### src/rtl/cpu_ctrl_pkg.sv
// Shared encodings for the lab6 datapath controller.
// HALT exists only when CTRL_ILLEGAL_TRAP_EN is defined.
package cpu_ctrl_pkg;

  typedef enum logic [3:0] {
    WAIT,
    DECODE,
    WRIMM,
    GETA,
    GETB,
    EXEC,
    STAT,
    WRREG
`ifdef CTRL_ILLEGAL_TRAP_EN
    , HALT
`endif
  } state_t;

  localparam logic [1:0] NSEL_RN = 2'b00;
  localparam logic [1:0] NSEL_RD = 2'b01;
  localparam logic [1:0] NSEL_RM = 2'b10;

  localparam logic [1:0] VSEL_C     = 2'b00;
  localparam logic [1:0] VSEL_PC    = 2'b01;
  localparam logic [1:0] VSEL_IMM8  = 2'b10;
  localparam logic [1:0] VSEL_MDATA = 2'b11;

  localparam logic [4:0] MOV_IMM = 5'b110_10;
  localparam logic [4:0] MOV_REG = 5'b110_00;
  localparam logic [4:0] ADD     = 5'b101_00;
  localparam logic [4:0] CMP     = 5'b101_01;
  localparam logic [4:0] AND     = 5'b101_10;
  localparam logic [4:0] MVN     = 5'b101_11;

endpackage

### src/rtl/cpu_controller.sv
// Moore sequencer for the lab6 datapath, one instruction per s pulse.
// CTRL_ILLEGAL_TRAP_EN: illegal opcodes lock into HALT with err=1.
module cpu_controller
  import cpu_ctrl_pkg::*;
(
  input  logic       clk,
  input  logic       reset,
  input  logic       s,
  input  logic [2:0] opcode,
  input  logic [1:0] op,
  output logic       w,
  output logic [1:0] nsel,
  output logic [1:0] vsel,
  output logic       write,
  output logic       loada,
  output logic       loadb,
  output logic       loadc,
  output logic       loads,
  output logic       asel,
  output logic       bsel,
  output logic       err
);

  state_t     state, nxt;
  logic [4:0] ins_q;

  always_ff @(posedge clk or negedge reset) begin
    if (!reset) begin
      state <= WAIT;
      ins_q <= '0;
    end else begin
      state <= nxt;
      if (state == WAIT && s)
        ins_q <= {opcode, op};
    end
  end

  always_comb begin
    nxt   = state;
    w     = 1'b0;
    nsel  = NSEL_RN;
    vsel  = VSEL_C;
    write = 1'b0;
    loada = 1'b0;
    loadb = 1'b0;
    loadc = 1'b0;
    loads = 1'b0;
    asel  = 1'b0;
    bsel  = 1'b0;
    err   = 1'b0;
    unique case (state)
      WAIT: begin
        w = 1'b1;
        if (s) nxt = DECODE;
      end
      DECODE: begin
        unique case (1'b1)
          (ins_q == MOV_IMM): nxt = WRIMM;
          (ins_q == MOV_REG),
          (ins_q == MVN):     nxt = GETB;
          (ins_q == ADD),
          (ins_q == CMP),
          (ins_q == AND):     nxt = GETA;
`ifdef CTRL_ILLEGAL_TRAP_EN
          default:            nxt = HALT;
`else
          default:            nxt = WAIT;
`endif
        endcase
      end
      WRIMM: begin
        nsel  = NSEL_RN;
        vsel  = VSEL_IMM8;
        write = 1'b1;
        nxt   = WAIT;
      end
      GETA: begin
        nsel  = NSEL_RN;
        loada = 1'b1;
        nxt   = GETB;
      end
      GETB: begin
        nsel  = NSEL_RM;
        loadb = 1'b1;
        nxt   = (ins_q == CMP) ? STAT : EXEC;
      end
      EXEC: begin
        loadc = 1'b1;
        // single-operand ops pass B through with A zeroed
        asel  = (ins_q == MOV_REG) || (ins_q == MVN);
        nxt   = WRREG;
      end
      STAT: begin
        loads = 1'b1;
        nxt   = WAIT;
      end
      WRREG: begin
        nsel  = NSEL_RD;
        vsel  = VSEL_C;
        write = 1'b1;
        nxt   = WAIT;
      end
`ifdef CTRL_ILLEGAL_TRAP_EN
      HALT: begin
        err = 1'b1;
        nxt = HALT;
      end
`endif
      default: nxt = WAIT;
    endcase
  end

endmodule

### config.mk
export PLATFORM = sky130hd
export DESIGN_NAME = cpu_controller
export DESIGN_NICKNAME = d
export VERILOG_FILES = /design/src/rtl/cpu_ctrl_pkg.sv /design/src/rtl/cpu_controller.sv
export SDC_FILE = /design/constraint.sdc
export NUM_CORES = 1
export LEC_CHECK = 0
export CORE_AREA = 2 2 39 41
export CTS_BUF_LIST = sky130_fd_sc_hd__clkbuf_8
export CTS_CLUSTER_SIZE = 28
export DETAILED_ROUTE_END_ITERATION = 8
export DIE_AREA = 0 0 41 43
export PLACE_DENSITY = 0.74
export SLEW_MARGIN = 20
export SYNTH_ARGS = -nofsm -noshare
export SYNTH_HDL_FRONTEND = slang
export SYNTH_SLANG_ARGS = --single-unit
export TNS_END_PERCENT = 1
### constraint.sdc
create_clock -name clk -period 2.3 [get_ports clk]
set_clock_uncertainty 0.15 [all_clocks]
set_input_delay 0.345 -clock clk [delete_from_list [all_inputs] [get_ports clk]]
set_output_delay 0.345 -clock clk [all_outputs]
set_load 0.01 [all_outputs]
After elaboration in Yosys (flattened, before gate mapping) --
Cells that the tools add are included.
Word-level totals: logic and storage cells 35, bits in registers 9, output and inout port bits 13
Cells by class: equal/unequal tests 14, reductions and logical operators 6, muxes and demuxes 13
Operators by type and width (number):
- equality test 5 bit, second input constant | 6
- one-hot mux 4 bit (5 select lines) | 1
- equality test 4 x 3 -> 1 bit, second input constant | 4
- one-hot mux 3 bit (3 select lines) | 1
- equality test 4 x 2 -> 1 bit, second input constant | 2
- 2-to-1 mux 1 bit | 7
- equality test 4 x 1 -> 1 bit, second input constant | 1
- zero test 4 bit | 1
- 2-to-1 mux 2 bit | 2
- 2-to-1 mux 4 bit | 1
- one-hot mux 2 bit (2 select lines) | 1
- OR reduction 2 bit | 2
- OR reduction 3 bit | 1
- != test 2 bit, second input constant | 1
- logical AND 1 bit | 1
- logical OR 1 bit | 1

Longest topological paths before layout --
word-level depth 4, depth in mapped cells 4, gate-level depth less buffers 3

Worst setup path before layout --
No wires, ideal clock.
path kind register to output, start point register state[2], end point output port write, stages on the path, launching flop included 4, setup slack 0.635 ns, data arrival time 1.170 ns, path through dfrtp_1 > clkbuf_1 > nor3b_1 > or2_2
On the way: cells in the longest elaborated chain, start to end 3, elaborated cells on any way between the ends 4, those cells by class eq/ne (2); mux (1); reduce/logical (1)
Ends and longest elaborated chain:
- from (decl) | line cpu_controller.sv:24 | state_t state, nxt;
- from (signal assigned) | line cpu_controller.sv:32 | state <= nxt;
- equality test 4 x 3 -> 1 bit / equality test 4 x 2 -> 1 bit (equally long branches) | line cpu_controller.sv:51 | unique case (state)
- OR reduction 2 bit (no source line) (*)
- 2-to-1 mux 1 bit (*) | line cpu_controller.sv:51
- to (decl) | line cpu_controller.sv:14 | output logic write,
Every way passes the cells marked *; elsewhere a longest branch is shown, timed or not.

Final worst setup path --
start point register state[1], end point output port write
The elaborated chain is that of the path after synthesis.

==> insert_results.sql <==
INSERT INTO impl_metrics (metric_group, metric, value, unit) VALUES
('status', 'outcome', 'finished, final reports clean', ''),
('die', 'die_area', '1760', 'um^2'),
('timing', 'timing.setup.tns', '0', 'ns'),
('power', 'swShare', '0.370', ''),
('global_route', 'antenna_violations_before_repair', '0', ''),
('logic_synthesis', 'synth-seq-cells', '8', ''),
('power', 'power.share.combinational', '0.450', ''),
('finish', 'antenna-diode-count', '0', ''),
('min_path', 'worstHoldPathType', 'in -> async', ''),
('power', 'static-leakage-power', '0.316', 'nW'),
('route', 'drtPass1Iterations', '3', ''),
('finish', 'fin_nets', '78', ''),
('route', 'routed_wire_length_per_instance', '11.7', 'um'),
('power', 'power.net_switching', '327', 'uW'),
('timing', 'timing.final.crit_period', '2.16', 'ns'),
('logic_synthesis', 'synthesis.area', '504', 'um^2'),
('timing', 'timing.final.crit_share', '0.941', ''),
('logic_synthesis', 'post-synth-top-area-fraction', '0.397', ''),
('timing', 'fin_hold_ws', '0.257', 'ns'),
('route', 'drt_first_iter_violations', '3', ''),
('clocking', 'cts_tree', 'yes', ''),
('timing', 'timing_hold_violations_final', '0', ''),
('clocking', 'cts.root.buffer_cell', 'clkbuf_8', ''),
('finish', 'area_growth_syn_to_layout', '44.2', '%'),
('global_route', 'globalRouteOverflowTotal', '0', ''),
('run', 'drv.max_cap_violation_count', '0', ''),
('logic_synthesis', 'synth_warnings', '0', ''),
('timing', 'unrepaired_setup_endpoints_after_global_routing', 'no', ''),
('logic_synthesis', 'syn-instance-count', '52', ''),
('logic_synthesis', 'synth_area_leaders', 'dfrtp_1 (40%), mux2_2 (8.9%), buf_4 (6.0%)', ''),
('route', 'wl', '981', 'um'),
('timing', 'achievable-frequency', '0.462', 'GHz'),
('clocking', 'worst_skew_pair.late_latency', '0.23', 'ns'),
('die', 'starting_density_of_the_core', '0.364', ''),
('die', 'die_height', '43', 'um'),
('power', 'internal_power', '558', 'uW'),
('power', 'p_seq_frac', '0.364', ''),
('global_route', 'grt_start_max_net_pins', '12', ''),
('clocking', 'cts_made_buffers', '3', ''),
('placed_design', 'globalplace.congestion', '0.835', ''),
('logic_synthesis', 'portion_of_the_post_synthesis_area_used_by_sequential_elements', '0.397', ''),
('clocking', 'tritoncts_num_sinks', '8', ''),
('die', 'io_pins', '21', ''),
('logic_synthesis', 'ys_types', '28', ''),
('worst_setup_path', 'worst-path-max-fanout', '9', ''),
('placed_design', 'port_buffers', '17', ''),
('placed_design', 'hpwlAfterDp', '739', 'um'),
('logic_synthesis', 'synth.largest_area_cell', 'dfrtp_1', ''),
('timing', 'final_max_slew_viol_count', '0', ''),
('global_route', 'grt_util_all_layers', '0.139', ''),
('route', 'drt_drc_violations_left', '0', ''),
('power', 'p_per_area', '1220', 'nW/um^2'),
('die', 'rows', '14', ''),
('clocking', 'post_cts_buffers', '0', ''),
('power', 'clock_power_share', '0.186', ''),
('worst_setup_path', 'startpoint_type', 'flop', ''),
('finish', 'drive_above_1_share', '0.206', ''),
('global_route', 'first_pass_grt_wire_length', '1.68', 'mm'),
('route', 'vias_per_cell', '5.04', ''),
('worst_setup_path', 'cp_data_arrival_time', '1.67', 'ns'),
('worst_setup_path', 'crit_path_end_kind', 'output pin', ''),
('timing', 'final-setup-viol-count', '0', ''),
('clocking', 'cts-htree-levels', '1', ''),
('worst_setup_path', 'timing.critical_path.required', '1.80', 'ns'),
('worst_setup_path', 'timing_worst_setup_path_type', 'reg -> out', ''),
('route', 'antenna_left', '0', ''),
('die', 'fp.dieW', '41', 'um'),
('clocking', 'cts.path.max_buffers', '2', ''),
('logic_synthesis', 'mean_post_synth_cell_area', '9.70', 'um^2'),
('global_route', 'first_global_vias', '414', ''),
('power', 'worst_ir_drop_vdd', '0.567', 'mV'),
('route', 'routed-via-count', '423', ''),
('clocking', 'cts.reportedPaths.clkPinSlew', '0.04', 'ns'),
('die', 'core_area', '1380', 'um^2');
==> synthesized netlist by cell type <==
master	count
a311oi_1	2
a31oi_1	1
a41oi_1	1
and2_1	1
and3_1	2
and3b_1	1
and4_1	1
buf_2	1
buf_4	4
clkbuf_1	1
clkbuf_2	1
conb_1	1
dfrtp_1	8
inv_1	2
mux2_2	4
nand2_1	4
nand2b_1	1
nor2_1	3
nor2b_1	2
nor3_1	2
nor3b_1	1
nor4b_1	1
nor4b_4	1
o21a_1	1
o21ai_0	2
o31ai_1	1
o32ai_1	1
or2_2	1
==> cells by family after synthesis <==
family / count (synthesis) / synth area share
buffers and inverters: 9 / 0.102
muxes: 4 / 0.0893
AOI/OAI and AO/OA: 9 / 0.132
other: 1 / 0.00744
and+or+nand+nor: 21 / 0.273
DFF: 8 / 0.397
==> power groups by stage <==
stage                     clock network (mW)  logic (mW)  registers (mW)
after floorplan                            0       0.296           0.260
after global placement                     0       0.382           0.305
after detailed placement                   0       0.385           0.308
after CTS                              0.170       0.393           0.315
after global routing                   0.175       0.444           0.343
final                                  0.165       0.398           0.322
==> timing repair <==
| item | 4_1_cts | 5_1_grt |
|---|---|---|
| gates resized for setup | 2 | 4 |
| setup endpoints to repair | 1 | 3 |
| hold buffers | 0 | 0 |
==> registers in the layout, indices dropped and copies added, names as in the netlist <==
signal	cells
ins_q	5
state	3
==> worst max-delay path: stages (launching register included) <==
cell and delay [ns]:
dfrtp_1 0.46, and3_1 0.22, or2_2 0.29, clkdlybuf4s50_1 0.47
==> stage by stage <==
step           setup WS [ns]  std cells  power [mW]  utilization  instance area, um^2
2_1_floorplan          0.635         54       0.556            -                  512
3_3_place_gp           0.277         81       0.687        0.481                  666
3_5_place_dp           0.223         81       0.694        0.481                  666
4_1_cts               0.0192         84       0.877        0.517                  716
5_1_grt               0.0394         84       0.962        0.525                  727
6_report               0.136         84       0.885        0.525                  727
==> layer usage <==
layer	share of wire	wire length [um]	vias to the layer above	track usage
met5	0	0	-	0
met4	0	0	0	0.0867
met3	0.061	60	0	0.0314
met2	0.50	490	16	0.209
met1	0.44	430	194	0.171
li1	-	-	213	-
==> cell usage in the layout, fill, tap and decap left out, drive strengths merged, types with 3 or more instances in the layout <==
cell type / n
nand2: 4
dfrtp: 8
clkdlybuf4s50: 16
conb: 3
nor2: 3
mux2: 4
clkbuf: 3
==> path summary, 6_finish.rpt <==
path                                      start                    to  slack, ns  depth (start not counted)
max                        state[1]$_DFFE_PN0P_                 write       0.14                          3
min                                       reset  ins_q[1]$_DFFE_PN0P_       0.26                          1
max in group asynchronous                 reset  state[2]$_DFFE_PN0P_       1.45                          1
max reg2reg                state[0]$_DFFE_PN0P_  ins_q[4]$_DFFE_PN0P_       0.65                          3
min in group clk           ins_q[4]$_DFFE_PN0P_  ins_q[4]$_DFFE_PN0P_       0.43                          1
min reg2reg                ins_q[4]$_DFFE_PN0P_  ins_q[4]$_DFFE_PN0P_       0.43                          1
==> layout make-up <==
class | instances | area, um^2
Clock buffer | 3 | 41.3
Fill cell | 131 | 657
Inverter | 2 | 7.51
Multi-Input combinational cell | 37 | 277
Sequential cell | 8 | 201
Tap cell | 16 | 20.0
Timing Repair Buffer | 18 | 180
(Power assumes the default switching activity.)
